$ cat config.mk
export PLATFORM = sky130hd
export DESIGN_NAME = mem_arbiter
export DESIGN_NICKNAME = d
export VERILOG_FILES = /design/src/rtl/mem_arbiter.sv
export SDC_FILE = /design/constraint.sdc
export NUM_CORES = 1
export LEC_CHECK = 0
export ABC_AREA = 1
export BUFFER_PORTS_ARGS = -buffer_cell sky130_fd_sc_hd__buf_2
export CELL_PAD_IN_SITES_DETAIL_PLACEMENT = 2
export CELL_PAD_IN_SITES_GLOBAL_PLACEMENT = 2
export CORE_UTILIZATION = 28
export DETAILED_ROUTE_END_ITERATION = 16
export PLACE_DENSITY = 0.87
export SLEW_MARGIN = 5
export SYNTH_ARGS = -nofsm -noshare
export SYNTH_HDL_FRONTEND = slang
export SYNTH_SLANG_ARGS = --single-unit
$ cat constraint.sdc
create_clock -name i_clk -period 2.25 [get_ports i_clk]
set_input_delay 0.225 -clock i_clk [delete_from_list [all_inputs] [get_ports i_clk]]
set_output_delay 0.225 -clock i_clk [all_outputs]
set_load 0.005 [all_outputs]
$ cat src/rtl/mem_arbiter.sv
// mem_arbiter
//   Shares one single-ported unified memory between the instruction-fetch
//   port (if_*) and the data port (dm_*). One transaction is in flight at a
//   time: a grant latches the command, mem_request strobes for one cycle,
//   the arbiter waits for mem_valid, then pulses the granted port's valid.
//   Data requests win ties unless fetch has waited through STARVE_LIMIT
//   consecutive data grants.
//
// Ports
//   i_clk, i_rst        clock (rising edge), async active-low reset
//   i_if_request        fetch request level, held until o_if_valid
//   i_if_addr/_mask     fetch command
//   o_if_valid/_rdata   fetch response pulse / held instruction word
//   i_dm_request        data request level, held until o_dm_valid
//   i_dm_we_re          1 = store, 0 = load
//   i_dm_addr/_mask/_wdata  data command
//   o_dm_valid/_rdata   data response pulse / held load data
//   o_mem_request       one-cycle memory command strobe
//   o_mem_we_re/_addr/_mask/_wdata  latched command, stable through WAIT
//   i_mem_rdata         memory read data, qualified by i_mem_valid
//   i_mem_valid         memory completion pulse
module mem_arbiter #(
  parameter int unsigned ADDRESS      = 32,
  parameter int unsigned DATA_WIDTH   = 32,
  parameter int unsigned STARVE_LIMIT = 4
) (
  input  logic                  i_clk,
  input  logic                  i_rst,
  input  logic                  i_if_request,
  input  logic [ADDRESS-1:0]    i_if_addr,
  input  logic [3:0]            i_if_mask,
  output logic                  o_if_valid,
  output logic [DATA_WIDTH-1:0] o_if_rdata,
  input  logic                  i_dm_request,
  input  logic                  i_dm_we_re,
  input  logic [ADDRESS-1:0]    i_dm_addr,
  input  logic [3:0]            i_dm_mask,
  input  logic [DATA_WIDTH-1:0] i_dm_wdata,
  output logic                  o_dm_valid,
  output logic [DATA_WIDTH-1:0] o_dm_rdata,
  output logic                  o_mem_request,
  output logic                  o_mem_we_re,
  output logic [ADDRESS-1:0]    o_mem_addr,
  output logic [3:0]            o_mem_mask,
  output logic [DATA_WIDTH-1:0] o_mem_wdata,
  input  logic [DATA_WIDTH-1:0] i_mem_rdata,
  input  logic                  i_mem_valid
);

  localparam int unsigned CntW = $clog2(STARVE_LIMIT + 1);
  localparam logic [CntW-1:0] StarveMax = CntW'(STARVE_LIMIT);

  typedef enum logic [2:0] {
    StIdle,
    StIssueIf,
    StIssueDm,
    StWaitIf,
    StWaitDm,
    StResp
  } state_e;

  state_e r_state, w_state_next;

  logic                  r_we_re;
  logic [ADDRESS-1:0]    r_addr;
  logic [3:0]            r_mask;
  logic [DATA_WIDTH-1:0] r_wdata;
  logic                  r_resp_dm;  // 1 when the transaction belongs to the data port
  logic [CntW-1:0]       r_starve_cnt;
  logic [DATA_WIDTH-1:0] r_if_rdata;
  logic [DATA_WIDTH-1:0] r_dm_rdata;

  logic w_starved;
  logic w_grant_dm;
  logic w_grant_if;

  // Fetch has sat through STARVE_LIMIT data grants: it takes the next slot.
  assign w_starved  = i_if_request && (r_starve_cnt == StarveMax);
  assign w_grant_dm = (r_state == StIdle) && i_dm_request && !w_starved;
  assign w_grant_if = (r_state == StIdle) && i_if_request && !w_grant_dm;

  // State register
  always_ff @(posedge i_clk or negedge i_rst) begin
    if (!i_rst) begin
      r_state <= StIdle;
    end else begin
      r_state <= w_state_next;
    end
  end

  // Next-state logic; mem_valid outside WAIT is ignored.
  always_comb begin
    w_state_next = r_state;
    unique case (r_state)
      StIdle: begin
        if (w_grant_dm) begin
          w_state_next = StIssueDm;
        end else if (w_grant_if) begin
          w_state_next = StIssueIf;
        end
      end
      StIssueIf: w_state_next = StWaitIf;
      StIssueDm: w_state_next = StWaitDm;
      StWaitIf:  if (i_mem_valid) w_state_next = StResp;
      StWaitDm:  if (i_mem_valid) w_state_next = StResp;
      StResp:    w_state_next = StIdle;
      default:   w_state_next = StIdle;
    endcase
  end

  // Outputs
  always_comb begin
    o_mem_request = 1'b0;
    o_if_valid    = 1'b0;
    o_dm_valid    = 1'b0;
    unique case (r_state)
      StIssueIf, StIssueDm: o_mem_request = 1'b1;
      StResp: begin
        o_if_valid = !r_resp_dm;
        o_dm_valid = r_resp_dm;
      end
      default: ;
    endcase
    o_mem_we_re = r_we_re;
    o_mem_addr  = r_addr;
    o_mem_mask  = r_mask;
    o_mem_wdata = r_wdata;
    o_if_rdata  = r_if_rdata;
    o_dm_rdata  = r_dm_rdata;
  end

  // Command latch and starvation counter, updated at the grant edge.
  always_ff @(posedge i_clk or negedge i_rst) begin
    if (!i_rst) begin
      r_we_re      <= 1'b0;
      r_addr       <= '0;
      r_mask       <= '0;
      r_wdata      <= '0;
      r_resp_dm    <= 1'b0;
      r_starve_cnt <= '0;
    end else if (w_grant_dm) begin
      r_we_re   <= i_dm_we_re;
      r_addr    <= i_dm_addr;
      r_mask    <= i_dm_mask;
      r_wdata   <= i_dm_wdata;
      r_resp_dm <= 1'b1;
      if (!i_if_request) begin
        r_starve_cnt <= '0;
      end else if (r_starve_cnt != StarveMax) begin
        r_starve_cnt <= r_starve_cnt + CntW'(1);
      end
    end else if (w_grant_if) begin
      r_we_re      <= 1'b0;
      r_addr       <= i_if_addr;
      r_mask       <= i_if_mask;
      r_wdata      <= '0;
      r_resp_dm    <= 1'b0;
      r_starve_cnt <= '0;
    end
  end

  // Response data capture; stores leave the data-port read register alone.
  always_ff @(posedge i_clk or negedge i_rst) begin
    if (!i_rst) begin
      r_if_rdata <= '0;
      r_dm_rdata <= '0;
    end else if (i_mem_valid) begin
      if (r_state == StWaitIf) begin
        r_if_rdata <= i_mem_rdata;
      end
      if ((r_state == StWaitDm) && !r_we_re) begin
        r_dm_rdata <= i_mem_rdata;
      end
    end
  end

endmodule

==> key figures <==
Status
  • Outcome: finished clean

Global routing
  • First-pass GRT wire length: 34.4 mm
  • Overflow after GRT: 0
  • Number of global-route vias before repair: 6256
  • Number of antenna violations at the first check in global routing: 4
  • Pin count of the biggest net entering global routing: 65
  • Total global routing track utilization: 20.6%

Floorplanning
  • X dimension of the die: 147 µm
  • Core area: 20400 µm²
  • Die height: 147 µm
  • Full die area: 21500 µm²
  • Count of standard-cell rows: 52
  • Number of top-level pins: 278
  • Initial cell density of the core: roughly 29%

CTS
  • Cell at the root of the clock tree: sky130_fd_sc_hd__clkbuf_16
  • Post-CTS Setup Repair Bufs: 0
  • Clock Sinks: 140
  • Clock latency of the later-clocked register in the worst-skew pair: 0.42 ns
  • CTS resizes: 0
  • Reg clk slew, reported paths: ~0.070 ns
  • Clock Tree Buf Depth: 2
  • Number of H-tree branching levels: 4
  • TritonCTS buffer count: 17
  • Clock tree from TritonCTS: built

STA
  • Unrepaired setup endpoints after global routing: false
  • Max-slew violation count: 0
  • Total Negative Setup Slacks: 0 ns
  • Final setup violation count: 0
  • Minimum period implied by the final worst setup slack: 2.01 ns
  • Count of endpoints failing hold in the final timing report: 0
  • Fmax: 498 MHz
  • Final period utilization: 89.3%
  • Worst hold slack across all endpoints: ~0.023 ns
  • Relative slew slack: 38.3%
  • Setup Skew: 0.0129 ns
  • Transition time at the pin with the least slew margin: 0.926 ns
  • Worst setup margin: ~0.24 ns

Layout
  • Final core area utilization: 40.5%
  • Post-route design area: about 8200 µm²
  • Growth of design area from synthesis to finish: 40.7%
  • Net count, final: 1084
  • Number of standard cells in the layout, taps in and fillers out: around 1200
  • Layout cells sized above 1: 35.4%

Hold path
  • Worst hold start: i_dm_wdata[18]
  • Number of cells on the worst hold path: 3
  • Hold EP: o_mem_wdata[18]
  • Kind of path behind the tightest hold check: in2reg

Routing
  • Detail-routed net length per standard cell: approximately 18 µm
  • Violation count after the first detailed-routing iteration: 189
  • Remaining antenna violation count: 0
  • Routed via count divided by cell count: 4.65
  • DRC violations left: 0
  • Total wire length after detailed routing: 21.7 mm
  • Via count: 5697
  • Detailed-routing iteration count for the pre-antenna-repair pass: 4

Setup path
  • Crit path launch type: register
  • Depth of the worst register-to-register path: 3
  • Worst flop-to-flop path endpoint: o_dm_rdata[27]
  • Data required time of the worst path: 2.54 ns
  • Kind of capture point of the worst setup path: register
  • Worst Setup Path Type: reg2reg
  • Data arrival time at the worst-slack endpoint: 2.30 ns
  • Launch instance of the worst register-to-register path: r_state[0]
  • Peak fanout along the critical path: 64
  • Minimum setup slack among reg-to-reg paths: 0.24 ns

Logic synthesis
  • Cells after Synth: roughly 660
  • Fraction of the yosys area taken by sequential cells: 59.8%
  • Number of synthesis warnings: 0
  • Mean area per synthesized cell: about 9 µm²
  • Total of flip-flops plus latches after synthesis: 140
  • Post-synth net total: 801
  • Fraction of registers with async set/reset: 100%
  • Top FF cell, synth: sky130_fd_sc_hd__dfrtp_1
  • Most area-hungry cell type in the Yosys netlist: sky130_fd_sc_hd__dfrtp_1
  • EDFF count, synth: 0
  • Top-area cell type share of the netlist area: 59.8%
  • Top cells by area, synth: sky130_fd_sc_hd__dfrtp_1 (60%), sky130_fd_sc_hd__nand2_1 (16%), sky130_fd_sc_hd__nand3_1 (5.4%)
  • Post-synth cell types: 22
  • Area of the mapped netlist: 5860 µm²

Run
  • Max Cap Violations: 0

Placement
  • Worst setup slack before clock tree synthesis: 0.242 ns
  • Count of buffers inserted at the top-level ports: 277
  • Dpl hpwl: 15.0 mm
  • Routability congestion estimate from global placement: 0.782
  • Placed inst area: 7510 µm²
  • Cell count after placement: 1175

Pwr
  • Power, Total: 11.4 mW
  • Power per unit of standard cell area: 1380 nW/µm²
  • Static leakage: 4.62 nW
  • Largest voltage drop on the vdd net: 0.000478 V
[cell type report]
| class | instances | area [µm²] |
|---|---|---|
| clock inverter | 15 | 146 |
| clock buffer | 17 | 425 |
| sequential | 140 | 3500 |
| tap | 270 | 338 |
| antenna | 3 | 7.51 |
| timing repair buffer | 301 | 1690 |
| multi-input combinational | 423 | 1920 |
| inverter | 57 | 214 |
| fill | 2331 | 12100 |
[where the power goes]
part | internal (mW) | switching, mW
registers | 3.70 | 0.710
clock network | 1.48 | 1.28
logic | 1.74 | 2.44
[critical path, cell delays in order, from the launching register on]
cell                      delay (ns)
sky130_fd_sc_hd__dfrtp_1        0.46
sky130_fd_sc_hd__nor2_4         0.21
sky130_fd_sc_hd__nand4_4        0.69
sky130_fd_sc_hd__o21ai_1        0.50
[placed cells by master, fill, tap and decap left out]
master	netlist	layout
sky130_fd_sc_hd__nand4_2	1	1
sky130_fd_sc_hd__clkinvlp_4	0	1
sky130_fd_sc_hd__nor2_1	4	4
sky130_fd_sc_hd__nor2_4	2	2
sky130_fd_sc_hd__o21ai_0	18	18
sky130_fd_sc_hd__nand4_4	1	1
sky130_fd_sc_hd__buf_2	25	276
sky130_fd_sc_hd__clkinv_8	0	1
sky130_fd_sc_hd__nand3_1	63	63
sky130_fd_sc_hd__inv_2	2	2
sky130_fd_sc_hd__clkbuf_16	0	17
sky130_fd_sc_hd__dfrtp_1	140	140
sky130_fd_sc_hd__nand2_2	1	1
sky130_fd_sc_hd__inv_1	55	55
sky130_fd_sc_hd__inv_8	0	5
sky130_fd_sc_hd__nor2_2	1	1
sky130_fd_sc_hd__dlygate4sd3_1	0	16
sky130_fd_sc_hd__xnor2_1	1	1
sky130_fd_sc_hd__buf_12	0	6
sky130_fd_sc_hd__buf_4	7	2
sky130_fd_sc_hd__nand3_2	11	11
sky130_fd_sc_hd__nand2_1	257	257
sky130_fd_sc_hd__nand4_1	7	7
sky130_fd_sc_hd__ha_1	2	2
sky130_fd_sc_hd__clkinv_2	0	1
sky130_fd_sc_hd__o21ai_4	0	1
sky130_fd_sc_hd__diode_2	0	3
sky130_fd_sc_hd__buf_6	4	1
sky130_fd_sc_hd__inv_6	0	5
sky130_fd_sc_hd__o21ai_1	53	53
sky130_fd_sc_hd__clkinv_4	0	2
[cells in the mapped netlist, types with 4 or more instances]
cell type / instances
sky130_fd_sc_hd__inv_1: 55
sky130_fd_sc_hd__nand3_2: 11
sky130_fd_sc_hd__buf_2: 25
sky130_fd_sc_hd__o21ai_0: 18
sky130_fd_sc_hd__nand3_1: 63
sky130_fd_sc_hd__buf_6: 4
sky130_fd_sc_hd__buf_4: 7
sky130_fd_sc_hd__nand2_1: 257
sky130_fd_sc_hd__nor2_1: 4
sky130_fd_sc_hd__dfrtp_1: 140
sky130_fd_sc_hd__o21ai_1: 53
sky130_fd_sc_hd__nand4_1: 7
[what timing repair did]
| item | 4_1_cts | 5_1_grt |
|---|---|---|
| hold endpoints to repair | 55 | 0 |
| hold buffers | 16 | 0 |
| endpoints found under the setup margin | 0 | 0 |
[cells by family (layout without fill, tap and decap cells)]
group,count (synthesis),in the layout,synth area share (%)
AND/OR/NAND/NOR,348,348,25.9
adder cells (fa/ha/maj),2,2,0.427
AO/OA/AOI/OAI,72,72,6.21
XOR/XNOR,1,1,0.150
other,0,3,0
flip-flops,140,140,59.8
buffers and inverters,94,390,7.52
[how the worst max path moves through the flow]
stage / startpoint / end / slack, ns / cells after the start
floorplan: r_starve_cnt[0] / o_mem_addr[21] / 0.89 / 9
global placement: r_state[0] / o_mem_addr[7] / 0.42 / 7
detailed placement: r_state[0] / o_dm_rdata[19] / 0.24 / 3
CTS: r_state[0] / o_dm_rdata[27] / 0.16 / 3
global route: r_state[0] / o_dm_rdata[27] / 0.02 / 3
finish: r_state[0] / o_dm_rdata[27] / 0.24 / 3
[registers in the layout, indices dropped and copies added (netlist names)]
register and count:
o_mem_wdata 32, o_if_rdata 32, o_mem_mask 4, r_resp_dm 1, o_dm_rdata 32, r_state 3, o_mem_addr 32, r_starve_cnt 3
o_mem_we_re 1
[routing by layer]
layer / global-route usage [%] / part of all wire [%] / wire, µm
met1: 24.0 / 41 / 8820
met3: 6.94 / 8.2 / 1790
met5: 0 / 0.037 / 8
met4: 7.29 / 1.9 / 413
met2: 35.2 / 49 / 10700
Note: power is estimated with default switching activity, not from simulation.
